**config.mk**
```make
export PLATFORM = sky130hd
export DESIGN_NAME = wb_queue_flat
export DESIGN_NICKNAME = d
export VERILOG_FILES = /design/src/rtl/wb_queue_if.sv /design/src/rtl/wb_queue.sv /design/src/flat_wrapper.sv
export SDC_FILE = /design/constraint.sdc
export NUM_CORES = 1
export LEC_CHECK = 0
export BUFFER_PORTS_ARGS = -buffer_cell sky130_fd_sc_hd__buf_4
export CORE_ASPECT_RATIO = 1.25
export CORE_MARGIN = 2
export CORE_UTILIZATION = 27
export CTS_CLUSTER_DIAMETER = 150
export CTS_CLUSTER_SIZE = 20
export DETAILED_ROUTE_END_ITERATION = 10
export GPL_TIMING_DRIVEN = 1
export PLACE_DENSITY = 0.47
export REMOVE_ABC_BUFFERS = 1
export SYNTH_ARGS = -nofsm -noshare
export SYNTH_HDL_FRONTEND = slang
export SYNTH_SLANG_ARGS = --single-unit
```
**constraint.sdc**
```tcl
create_clock -name clk -period 3.5 [get_ports clk]
set_input_delay 0.525 -clock clk [delete_from_list [all_inputs] [get_ports clk]]
set_output_delay 0.525 -clock clk [all_outputs]
set_load 0.01 [all_outputs]
```
**src/rtl/wb_queue_if.sv**
```systemverilog
`default_nettype none
// +------------------------------------------------------------------+
// | wb_queue_if : bus bundle between write-back queue and its users  |
// | Rev 1.0                                                          |
// +------------------------------------------------------------------+
interface wb_queue_if #(
  parameter int addr_width_p = 6,
  parameter int depth_p      = 4
);
  logic                          alu_wen_i;
  logic [addr_width_p-1:0]       alu_wa_i;
  logic [31:0]                   alu_data_i;
  logic                          mc_valid_i;
  logic [addr_width_p-1:0]       mc_wa_i;
  logic [31:0]                   mc_data_i;
  logic                          mc_ready_o;
  logic                          wen_o;
  logic [addr_width_p-1:0]       wa_o;
  logic [31:0]                   write_data_o;
  logic [(2**addr_width_p)-1:0]  busy_o;
  logic [$clog2(depth_p):0]      count_o;
  logic                          alu_hold_o;

  modport slave (
    input  alu_wen_i, alu_wa_i, alu_data_i,
    input  mc_valid_i, mc_wa_i, mc_data_i,
    output mc_ready_o, wen_o, wa_o, write_data_o,
    output busy_o, count_o, alu_hold_o
  );

  modport master (
    output alu_wen_i, alu_wa_i, alu_data_i,
    output mc_valid_i, mc_wa_i, mc_data_i,
    input  mc_ready_o, wen_o, wa_o, write_data_o,
    input  busy_o, count_o, alu_hold_o
  );
endinterface
`default_nettype wire

```
**src/rtl/wb_queue.sv**
```systemverilog
`default_nettype none
// +------------------------------------------------------------------+
// | wb_queue : write-back arbiter (ALU first) + in-order mc FIFO      |
// | Optional starvation hold guarded by macro WB_STARVE_GUARD_EN      |
// | Rev 1.0                                                          |
// +------------------------------------------------------------------+
module wb_queue #(
  parameter int addr_width_p   = 6,
  parameter int depth_p        = 4,
  parameter int starve_limit_p = 8
) (
  input  logic        clk,
  input  logic        reset_n_i,
  wb_queue_if.slave   bus
);

  localparam int c_ptr_w = $clog2(depth_p);
  localparam int c_cnt_w = c_ptr_w + 1;
  localparam int c_regs  = 2 ** addr_width_p;
  localparam logic [c_cnt_w-1:0] c_full = c_cnt_w'(depth_p);

  if (depth_p < 2 || (depth_p & (depth_p - 1)) != 0 || starve_limit_p < 1) begin : g_param_check
    $error("wb_queue: depth_p must be a power of two >= 2 and starve_limit_p >= 1");
  end

  logic [31:0]             data_q [depth_p];
  logic [addr_width_p-1:0] addr_q [depth_p];
  logic [depth_p-1:0]      valid_q, valid_d;
  logic [c_ptr_w-1:0]      head_q, head_d;
  logic [c_ptr_w-1:0]      tail_q, tail_d;
  logic [c_cnt_w-1:0]      count_q, count_d;

  logic                    wen_q, wen_d;
  logic [addr_width_p-1:0] wa_q, wa_d;
  logic [31:0]             wdata_q, wdata_d;

  logic                    w_empty;
  logic                    w_ready;
  logic                    w_pop;
  logic                    w_bypass;
  logic                    w_enq;
  logic [c_regs-1:0]       w_busy;

  assign w_empty  = (count_q == '0);
  assign w_ready  = reset_n_i && (count_q != c_full);
  assign w_pop    = !bus.alu_wen_i && !w_empty;
  assign w_bypass = !bus.alu_wen_i && w_empty && bus.mc_valid_i;
  assign w_enq    = bus.mc_valid_i && w_ready && !w_bypass;

  // Pop and enqueue never hit the same slot: a pop needs count>0 and an
  // enqueue needs count<depth, so head != tail whenever both fire.
  always_comb begin
    head_d  = head_q;
    tail_d  = tail_q;
    valid_d = valid_q;
    count_d = count_q;
    if (w_pop) begin
      valid_d[head_q] = 1'b0;
      head_d          = head_q + 1'b1;
    end
    if (w_enq) begin
      valid_d[tail_q] = 1'b1;
      tail_d          = tail_q + 1'b1;
    end
    case ({w_enq, w_pop})
      2'b10:   count_d = count_q + 1'b1;
      2'b01:   count_d = count_q - 1'b1;
      default: count_d = count_q;
    endcase
  end

  always_comb begin
    wen_d   = bus.alu_wen_i || w_pop || w_bypass;
    wa_d    = wa_q;
    wdata_d = wdata_q;
    if (bus.alu_wen_i) begin
      wa_d    = bus.alu_wa_i;
      wdata_d = bus.alu_data_i;
    end else if (w_pop) begin
      wa_d    = addr_q[head_q];
      wdata_d = data_q[head_q];
    end else if (w_bypass) begin
      wa_d    = bus.mc_wa_i;
      wdata_d = bus.mc_data_i;
    end
  end

  always_ff @(posedge clk) begin
    if (!reset_n_i) begin
      head_q  <= '0;
      tail_q  <= '0;
      valid_q <= '0;
      count_q <= '0;
      wen_q   <= 1'b0;
      wa_q    <= '0;
      wdata_q <= '0;
    end else begin
      head_q  <= head_d;
      tail_q  <= tail_d;
      valid_q <= valid_d;
      count_q <= count_d;
      wen_q   <= wen_d;
      wa_q    <= wa_d;
      wdata_q <= wdata_d;
    end
  end

  // Payload storage needs no reset; occupancy is tracked by valid_q/count_q.
  always_ff @(posedge clk) begin
    if (w_enq) begin
      data_q[tail_q] <= bus.mc_data_i;
      addr_q[tail_q] <= bus.mc_wa_i;
    end
  end

  always_comb begin
    w_busy = '0;
    for (int i = 0; i < depth_p; i++) begin
      if (valid_q[i]) begin
        w_busy[addr_q[i]] = 1'b1;
      end
    end
  end

`ifdef WB_STARVE_GUARD_EN
  localparam int c_starve_w = $clog2(starve_limit_p + 1);
  localparam logic [c_starve_w-1:0] c_starve_lim = c_starve_w'(starve_limit_p);

  logic [c_starve_w-1:0] starve_q, starve_d;
  logic                  hold_q, hold_d;

  // With the queue non-empty and no pop, the ALU must be writing, so every
  // such cycle is a blocked cycle for the head entry.
  always_comb begin
    starve_d = starve_q;
    hold_d   = hold_q;
    if (w_pop || w_empty) begin
      starve_d = '0;
      hold_d   = 1'b0;
    end else if (starve_q != c_starve_lim) begin
      starve_d = starve_q + 1'b1;
    end
    if (starve_d == c_starve_lim) begin
      hold_d = 1'b1;
    end
  end

  always_ff @(posedge clk) begin
    if (!reset_n_i) begin
      starve_q <= '0;
      hold_q   <= 1'b0;
    end else begin
      starve_q <= starve_d;
      hold_q   <= hold_d;
    end
  end

  assign bus.alu_hold_o = hold_q;
`else
  assign bus.alu_hold_o = 1'b0;
`endif

  assign bus.mc_ready_o   = w_ready;
  assign bus.wen_o        = wen_q;
  assign bus.wa_o         = wa_q;
  assign bus.write_data_o = wdata_q;
  assign bus.busy_o       = w_busy;
  assign bus.count_o      = count_q;

endmodule
`default_nettype wire

```
**src/flat_wrapper.sv**
```systemverilog
// flat-port wrapper written by rule: the top's interface ports become plain ports
module wb_queue_flat 
#(
  parameter int addr_width_p   = 6,
  parameter int depth_p        = 4,
  parameter int starve_limit_p = 8
)
  (clk, reset_n_i, bus_alu_wen_i, bus_alu_wa_i, bus_alu_data_i, bus_mc_valid_i, bus_mc_wa_i, bus_mc_data_i, bus_mc_ready_o, bus_wen_o, bus_wa_o, bus_write_data_o, bus_busy_o, bus_count_o, bus_alu_hold_o);
  wb_queue_if #(.addr_width_p(addr_width_p), .depth_p(depth_p)) bus_i ();
  input  logic clk;
  input  logic reset_n_i;
  input wire logic [$bits(bus_i.alu_wen_i)-1:0] bus_alu_wen_i;
  input wire logic [$bits(bus_i.alu_wa_i)-1:0] bus_alu_wa_i;
  input wire logic [$bits(bus_i.alu_data_i)-1:0] bus_alu_data_i;
  input wire logic [$bits(bus_i.mc_valid_i)-1:0] bus_mc_valid_i;
  input wire logic [$bits(bus_i.mc_wa_i)-1:0] bus_mc_wa_i;
  input wire logic [$bits(bus_i.mc_data_i)-1:0] bus_mc_data_i;
  output wire logic [$bits(bus_i.mc_ready_o)-1:0] bus_mc_ready_o;
  output wire logic [$bits(bus_i.wen_o)-1:0] bus_wen_o;
  output wire logic [$bits(bus_i.wa_o)-1:0] bus_wa_o;
  output wire logic [$bits(bus_i.write_data_o)-1:0] bus_write_data_o;
  output wire logic [$bits(bus_i.busy_o)-1:0] bus_busy_o;
  output wire logic [$bits(bus_i.count_o)-1:0] bus_count_o;
  output wire logic [$bits(bus_i.alu_hold_o)-1:0] bus_alu_hold_o;
  assign bus_i.alu_wen_i = bus_alu_wen_i;
  assign bus_i.alu_wa_i = bus_alu_wa_i;
  assign bus_i.alu_data_i = bus_alu_data_i;
  assign bus_i.mc_valid_i = bus_mc_valid_i;
  assign bus_i.mc_wa_i = bus_mc_wa_i;
  assign bus_i.mc_data_i = bus_mc_data_i;
  assign bus_mc_ready_o = bus_i.mc_ready_o;
  assign bus_wen_o = bus_i.wen_o;
  assign bus_wa_o = bus_i.wa_o;
  assign bus_write_data_o = bus_i.write_data_o;
  assign bus_busy_o = bus_i.busy_o;
  assign bus_count_o = bus_i.count_o;
  assign bus_alu_hold_o = bus_i.alu_hold_o;
  wb_queue #(.addr_width_p(addr_width_p), .depth_p(depth_p), .starve_limit_p(starve_limit_p)) u_core (.clk(clk), .reset_n_i(reset_n_i), .bus(bus_i));
endmodule
```
==> results of run 1 <==
## metal layers
metal / part of all wire / routed length [um]
met3: 0.060 / 1969
met1: 0.41 / 13420
met4: 0.024 / 799
met2: 0.51 / 16570
met5: 0.00049 / 16
## cell usage in the layout (no fill, tap or decap), types with 7 or more instances in the layout
master	synthesis	layout
buf_4	2	196
edfxtp_1	152	152
o21ai_0	101	101
nand2_1	79	79
dfxtp_1	52	50
nor2_1	44	44
a21boi_0	38	38
mux4_2	38	38
a22oi_1	29	29
o22ai_1	26	26
a221o_1	26	26
o221ai_1	24	24
nand3_1	17	17
o21ai_1	17	17
clkbuf_16	0	15
inv_1	14	13
nor2b_1	12	12
nor3_1	12	11
ha_1	9	9
nand2b_1	8	8
clkbuf_1	42	8
a21oi_1	7	7
nor3b_1	7	7
## power groups by stage
stage / sequential (mW) / combinational [mW] / clock, mW
floorplan: 3.18 / 0.817 / 0
global placement: 3.20 / 1.49 / 0
detailed placement: 3.20 / 1.50 / 0
CTS: 3.15 / 1.51 / 1.67
global route: 3.19 / 1.62 / 1.76
finish: 3.14 / 1.48 / 1.61
## kinds of logic after synthesis
group           synth area share
flops                     0.5565
buf+inv                  0.03291
fa+ha+maj                0.01317
other cells            0.0003723
simple gates              0.1137
compound gates            0.1959
xor+xnor                0.002609
mux                      0.08496
## flip-flops by register name, summed over array words and instances (netlist names), named ones only
register                 cells
u_core.bus.count_o           3
u_core.bus.wen_o             1
u_core.bus.write_data_o     32
u_core.tail_q                2
u_core.addr_q               24
u_core.data_q              128
u_core.bus.wa_o              6
u_core.head_q                2
u_core.valid_q               4
## critical path, stage by stage, from the launching register on
cell	delay, ns
edfxtp_1	0.55
or2_2	0.41
nor2_1	0.52
a22oi_1	0.14
o211ai_1	0.18
buf_4	0.18
## area by class of cell
type	count	area [um2]	area share
clock buffers	23	405.4	0.03272
multi-input cells	570	4146	0.3346
repair buffers	200	1551	0.1252
flip-flops and latches	204	5610	0.4528
well taps	486	608.1	0.04908
inverters	14	52.55	0.004241
clock inverters	1	16.27	0.001313
## per-stage QoR
step                hold WS [ns]  setup WS, ns  instance area [um2]
CTS                       0.2362        0.5727                12390
finish                    0.2596        0.5163                12390
detailed placement        0.5041        0.8670                11970
global route              0.2383        0.3666                12390
global placement          0.4965        0.9196                11970
floorplan                 0.4701        0.6418                 9794
## worst paths after layout
path | slack, ns | startpoint | endpoint
max | 0.52 | u_core.addr_q[0][2] | bus_busy_o[42]
min | 0.26 | bus_mc_data_i[18] | u_core.data_q[1][18]
max reg2reg | 0.97 | u_core.bus.count_o[2] | u_core.bus.count_o[2]
min reg2reg | 0.51 | u_core.tail_q[0] | u_core.tail_q[0]
==> flow_summary_export.csv, run 1 <==
group,metric,value,unit
power,power_frac_seq,0.503,
clock_network,cts_buffers,14,
clock_network,cts_sinks,204,
setup_path,reg2reg_depth,8,
logic_synthesis,yosysSeqAreaShare,0.5565,
power,ir_drop,0.2842,mV
cells_and_area,diodes,0,
grt,top_usage_layer,"met2",
clock_network,cts.clk_slew.worst_paths,0.09,ns
grt,grt.met1_usage,0.2033,
drt,vias,7940,
grt,grtUsageMet3,0.02502,
drt,ant_nets,0,
logic_synthesis,yosys-top-cells-area,"edfxtp_1, dfxtp_1, mux4_2",
setup_path,required,2.97,ns
cells_and_area,n_fill_cell,3809,
clock_network,h-tree-depth,1,
drt,firstDrtPassIters,6,
logic_synthesis,ys_warn_count,0,
logic_synthesis,synth_top_area_cell,"edfxtp_1",
grt,grt_pass1_wl,49320,um
logic_synthesis,syn_area_per_cell,11.84,um2
clock_network,post-cts-setup-buffer-count,0,
run,max-cap-violations,0,
logic_synthesis,synth_top_area_share,0.4531,
power,power_switching_share,0.2942,
floorplanning,fp.dieH,220.0,um
sta,setup_viol,0,
setup_path,worstSetupPathType,"reg2out",
logic_synthesis,post-synth-top-count-cell,"edfxtp_1",
drt,vias_per_cell,5.300,
clock_network,cts_resized,0,
sta,slew_headroom,0.4294,
floorplanning,io_pins,188,
outcome,status,"completed",
setup_path,end_kind,"primary output",
grt,first_global_vias,7900,
cells_and_area,drive_gt1_frac,0.2737,
clock_network,cts_tree,"done",
sta,max_freq,0.3352,GHz
grt,overflow,0,
power,p_clk_frac,0.259,
worst_hold_path,hold_class,"in2reg",
power,internal_power,4.399,mW
logic_synthesis,synth_seq_cells,204,
drt,routed_wl,32780,um
floorplanning,die_x,176.8,um
power,p_comb_frac,0.238,
power,p_per_area,503.0,nW/um2
drt,drtIter0Drc,814,
floorplanning,coreArea,36970,um2
cells_and_area,area_delta_synth_final,23.00,%
sta,finalHoldViolCount,0,
logic_synthesis,ys_async_sr_fraction,0,
grt,use_met2,0.2965,
grt,grt_use_total,0.1649,
setup_path,start_kind,"flip-flop",
floorplanning,row_count,79,
logic_synthesis,syn_area,10070,um2
setup_path,cp.arrival,2.46,ns
logic_synthesis,synth_common_cells,"edfxtp_1, o21ai_0, nand2_1",
sta,setup_tns,0,ns
sta,timing.clock.skew,0.02182,ns
grt,grt_max_degree,44,
clock_network,cts_root_buf,"clkbuf_16",
setup_path,cp_max_fo,11,
floorplanning,start_util,0.2725,
floorplanning,die_area,38880,um2
sta,period_share,0.8525,
cells_and_area,final_core_util,0.3352,
placement,routabilityCongestion,0.9530,
drt,wl_per_cell,21.88,um
placement,portBuffers,186,
power,power,6.232,mW
sta,worst_pin_slew,0.8558,ns
cells_and_area,stdcell_count,1498,
cells_and_area,nNetsFinal,1094,
clock_network,hold_buffers,0,
placement,dp_hpwl,22930,um
drt,drc_errors,0,
sta,drv_slew,0,
grt,antenna_found_initial,1,
logic_synthesis,synthFlopType,"edfxtp_1",
sta,layout_min_cycle_time,2.984,ns
logic_synthesis,synth_edf_count,152,
worst_hold_path,holdPathStages,1,
placement,dp_cells,1474,
logic_synthesis,postSynthCellCount,851,
clock_network,clkLatencyLatePin,0.47,ns
power,p_switching,1.834,mW
clock_network,ctsLongestPathBuffers,3,
sta,rsz0062_at_grt,"false",
power,leakagePower,4.187,nW
logic_synthesis,ys_types,56,
Power figures use the tool's default switching activity.
==> inputs of run 2 (changes only) <==
- RECOVER_POWER: not set -> 50
==> flow_summary_export.csv, run 2 (synthesized netlist as in run 1, its figures left out) <==
group,metric,value,unit
cells_and_area,final_cell_mix,"edfxtp_1, buf_4, o21ai_0",
sta,worst_pin_slew,1.104,ns
cells_and_area,nNetsFinal,1094,
floorplanning,die_area,38880,um2
floorplanning,start_util,0.2725,
setup_path,cp_num_buf_inv,1,
sta,finalHoldViolCount,0,
power,p_clk_frac,0.264,
grt,grt_max_degree,44,
sta,slew_headroom,0.2638,
clock_network,cts_buffers,14,
power,ir_drop,0.2836,mV
drt,vias,7963,
drt,wl_per_cell,21.88,um
setup_path,cp.arrival,2.46,ns
cells_and_area,layout_commonest_cell,"edfxtp_1",
setup_path,required,2.97,ns
clock_network,hold_buffers,0,
power,leakagePower,3.873,nW
floorplanning,die_x,176.8,um
clock_network,cts_root_buf,"clkbuf_16",
outcome,status,"completed",
setup_path,cp_max_fo,11,
cells_and_area,top_register,"u_core.data_q",
cells_and_area,largest_reg_flops,128,
drt,ant_nets,0,
placement,placed_cell_area,11970,um2
cells_and_area,fin_area,12090,um2
drt,vias_per_cell,5.312,
setup_path,cpPeakStageDelay,0.56,ns
drt,firstDrtPassIters,6,
drt,drc_errors,0,
grt,overflow,0,
power,p_per_area,504.8,nW/um2
cells_and_area,final_core_util,0.3269,
drt,drtIter0Drc,805,
setup_path,end_kind,"primary output",
grt,grt_pass1_wl,49320,um
clock_network,cts_sinks,204,
sta,rsz0062_at_grt,"false",
clock_network,clkLatencyLatePin,0.47,ns
power,power_switching_share,0.2995,
floorplanning,coreArea,36970,um2
placement,routabilityCongestion,0.9530,
setup_path,worst_path_max_delay_cell,"edfxtp_1",
power,p_switching,1.827,mW
floorplanning,io_pins,188,
cells_and_area,n_fill_cell,3879,
clock_network,cts_resized,0,
sta,setup_viol,0,
grt,first_global_vias,7900,
worst_hold_path,hold_class,"in2reg",
setup_path,start_kind,"flip-flop",
clock_network,h-tree-depth,1,
sta,drv_slew,0,
drt,routed_wl,32800,um
clock_network,cts_tree,"done",
sta,max_freq,0.3354,GHz
clock_network,ctsLongestPathBuffers,3,
cells_and_area,area_delta_synth_final,19.97,%
clock_network,cts.clk_slew.worst_paths,0.08,ns
run,max-cap-violations,0,
clock_network,post-cts-setup-buffer-count,0,
cells_and_area,seq_area,5610,um2
sta,timing.clock.skew,0.02007,ns
setup_path,worstSetupPathType,"reg2out",
power,power,6.100,mW
floorplanning,row_count,79,
grt,antenna_found_initial,4,
cells_and_area,drive_gt1_frac,0.1907,
power,p_comb_frac,0.223,
floorplanning,fp.dieH,220.0,um
grt,grt_use_total,0.1649,
sta,setup_tns,0,ns
setup_path,crit_chain,"or2_2 -> nor2_1 -> a22oi_1 -> o211ai_1 -> buf_4",
setup_path,cp_top_family,"simple AND/OR/NAND/NOR gates",
sta,period_share,0.8519,
placement,portBuffers,186,
power,internal_power,4.273,mW
power,power_frac_seq,0.514,
placement,dp_hpwl,22930,um
cells_and_area,multi_input_area,4143,um2
sta,layout_min_cycle_time,2.982,ns
## run 2: cell count changes in the layout (fill, tap and decap cells not counted)
cell / change
and2_2: -3
clkbuf_1: +81
and2_0: +3
buf_4: -81
diode_2: +1
## run 2: layout make-up
| cell class | instances | share of cell area |
|---|---|---|
| clock inverters | 1 | 0.001346 |
| inverters | 14 | 0.004348 |
| well taps | 486 | 0.05032 |
| flip-flops and latches | 204 | 0.4642 |
| diodes | 1 | 0.0002071 |
| multi-input cells | 570 | 0.3428 |
| repair buffers | 200 | 0.1032 |
| clock buffers | 23 | 0.03354 |
## run 2: layer usage
layer | global-route usage | up-vias | routed length, um
met5 | 0 | - | 45
met4 | 0.04793 | 6 | 771
met3 | 0.02502 | 60 | 2045
met2 | 0.2965 | 364 | 16500
met1 | 0.2033 | 3890 | 13440
li1 | - | 3643 | -
## run 2: worst min-delay path: cells and delay by family
family          cells  cell delay, ns
compound gates      2            0.17
buf+inv             1            0.07
## run 2: power groups by stage
stage	Combinational (mW)	Sequential, mW	Clock [mW]
4_1_cts	1.51	3.15	1.67
3_3_place_gp	1.49	3.20	0
6_report	1.36	3.13	1.61
3_5_place_dp	1.50	3.20	0
2_1_floorplan	0.817	3.18	0
5_1_grt	1.50	3.18	1.76
## run 2: final timing paths
path / startpoint / to / slack, ns / cells after the start
max: u_core.addr_q[0][2] / bus_busy_o[42] / 0.52 / 5
min: bus_alu_data_i[27] / u_core.bus.write_data_o[27] / 0.34 / 3
min reg2reg: u_core.tail_q[0] / u_core.tail_q[0] / 0.51 / 2
max reg2reg: u_core.bus.count_o[0] / u_core.data_q[0][15] / 0.69 / 4
## run 2: metrics by stage
stage          cells  setup WS (ns)  hold WS, ns
6_report        1499         0.5184       0.3414
2_1_floorplan    788         0.6418       0.4701
4_1_cts         1498         0.5727       0.2362
5_1_grt         1498         0.3666       0.3212
3_5_place_dp    1474         0.8670       0.5041
3_3_place_gp    1474         0.9196       0.4965
==> inputs of run 3 (changes only) <==
- GPL_TIMING_DRIVEN: 1 -> 0
==> flow_summary_export.csv, run 3 (synthesized netlist as in run 1, its figures left out) <==
group,metric,value,unit
drt,wl_per_cell,22.73,um
sta,worst_pin_slew,1.217,ns
drt,firstDrtPassIters,8,
power,p_clk_frac,0.260,
clock_network,cts_buffers,14,
power,power_switching_share,0.3014,
drt,vias_per_cell,5.358,
drt,met3WireLength,1969,um
drt,routed_wl,34010,um
setup_path,start_kind,"flip-flop",
run,max-cap-violations,0,
clock_network,h-tree-depth,1,
power,leakagePower,3.873,nW
sta,whs,0.3333,ns
placement,routabilityCongestion,0.9164,
cells_and_area,multi_input_area,4143,um2
setup_path,cp_max_fo,9,
floorplanning,io_pins,188,
sta,period_share,0.9026,
sta,layout_min_cycle_time,3.159,ns
floorplanning,row_count,79,
worst_hold_path,hold_class,"in2reg",
drt,ant_nets,0,
drt,met1_length,13890,um
cells_and_area,stdcell_count,1496,
floorplanning,die_x,176.8,um
placement,dp_cells,1471,
sta,setup_tns,0,ns
power,ir_drop,0.3575,mV
floorplanning,die_area,38880,um2
setup_path,reg2reg_depth,4,
sta,timing.clock.skew,0.02229,ns
drt,dr_wl_met2,17430,um
setup_path,cp.arrival,2.63,ns
clock_network,cts_resized,0,
sta,setup_viol,0,
floorplanning,coreArea,36970,um2
cells_and_area,largest_reg_flops,128,
power,p_comb_frac,0.241,
clock_network,post-cts-setup-buffer-count,0,
cells_and_area,nNetsFinal,1091,
clock_network,cts_root_buf,"clkbuf_16",
clock_network,ctsLongestPathBuffers,3,
grt,antenna_found_initial,4,
setup_path,required,2.97,ns
cells_and_area,final_cell_mix,"edfxtp_1, buf_4, o21ai_0",
sta,max_freq,0.3166,GHz
grt,first_global_vias,8098,
clock_network,clkLatencyLatePin,0.48,ns
drt,drtIter0Drc,760,
cells_and_area,seq_area,5610,um2
grt,overflow,0,
grt,grt_pass1_wl,50680,um
power,p_per_area,508.8,nW/um2
setup_path,end_kind,"primary output",
cells_and_area,drive_gt1_frac,0.1897,
cells_and_area,top_register,"u_core.data_q",
sta,drv_slew,0,
sta,rsz0062_at_grt,"false",
floorplanning,fp.dieH,220.0,um
power,power,6.164,mW
setup_path,worstSetupPathType,"reg2out",
clock_network,hold_buffers,0,
clock_network,cts_tree,"done",
clock_network,cts_sinks,204,
grt,grt_use_total,0.1714,
drt,drc_errors,0,
power,p_switching,1.858,mW
worst_hold_path,holdPathStages,3,
cells_and_area,n_fill_cell,3854,
drt,vias,8016,
cells_and_area,layout_commonest_cell,"edfxtp_1",
floorplanning,start_util,0.2725,
drt,highest_layer,"met5",
sta,slew_headroom,0.1823,
sta,finalHoldViolCount,0,
placement,portBuffers,186,
clock_network,cts.clk_slew.worst_paths,0.09,ns
outcome,status,"completed",
power,internal_power,4.306,mW
power,power_frac_seq,0.499,
placement,dp_hpwl,23470,um
cells_and_area,area_delta_synth_final,20.27,%
grt,grt_max_degree,45,
==> run 3: cell count changes in the layout (fill, tap and decap cells not counted), sizes merged <==
cell / before / now
buf: 119 / 116
inv: 14 / 15
diode: 1 / 3
clkbuf: 104 / 102
clkinv: 1 / 0
==> run 3: stage by stage <==
stage	instance area (um2)	utilization	worst slack [ns]
detailed placement	12000	0.3246	0.2429
global route	12110	0.3276	0.1913
finish	12120	0.3277	0.3410
floorplan	9794	-	0.6418
global placement	11800	0.3192	-3.119
CTS	12420	0.3358	0.3465
==> run 3: worst paths after layout <==
| check | from | to | slack (ns) |
|---|---|---|---|
| max | u_core.addr_q[2][0] | bus_busy_o[35] | 0.34 |
| min | bus_alu_data_i[23] | u_core.bus.write_data_o[23] | 0.33 |
| max reg2reg | u_core.bus.count_o[2] | u_core.data_q[1][15] | 0.56 |
| min reg2reg | u_core.tail_q[0] | u_core.tail_q[0] | 0.51 |
==> run 3: worst max-delay path: stages, from the launching register on <==
cell,delay [ns]
edfxtp_1,0.53
nand2_1,0.17
nor3b_1,0.90
a22oi_1,0.21
o221ai_1,0.17
buf_4,0.18
==> run 3: area by class of cell <==
cell class / count / share of cell area
Antenna cell: 3 / 0.0006196
Sequential cell: 204 / 0.4631
Inverter: 14 / 0.004337
Clock buffer: 21 / 0.03284
Tap cell: 486 / 0.05019
Multi-Input combinational cell: 570 / 0.3419
Clock inverter: 1 / 0.001343
Timing Repair Buffer: 197 / 0.1056
==> run 3: routing by layer <==
| layer | vias to the layer above | global-route usage |
|---|---|---|
| met3 | 50 | 0.02467 |
| met4 | 4 | 0.04931 |
| li1 | 3629 | - |
| met2 | 332 | 0.3090 |
| met1 | 4001 | 0.2119 |
| met5 | - | 0 |
==> run 3: power by group through the flow <==
| stage | clock network, mW | logic [mW] | registers [mW] |
|---|---|---|---|
| global placement | 0 | 1.52 | 3.22 |
| floorplan | 0 | 0.817 | 3.18 |
| global route | 1.76 | 1.64 | 3.12 |
| finish | 1.60 | 1.49 | 3.08 |
| detailed placement | 0 | 1.63 | 3.14 |
| CTS | 1.68 | 1.64 | 3.09 |
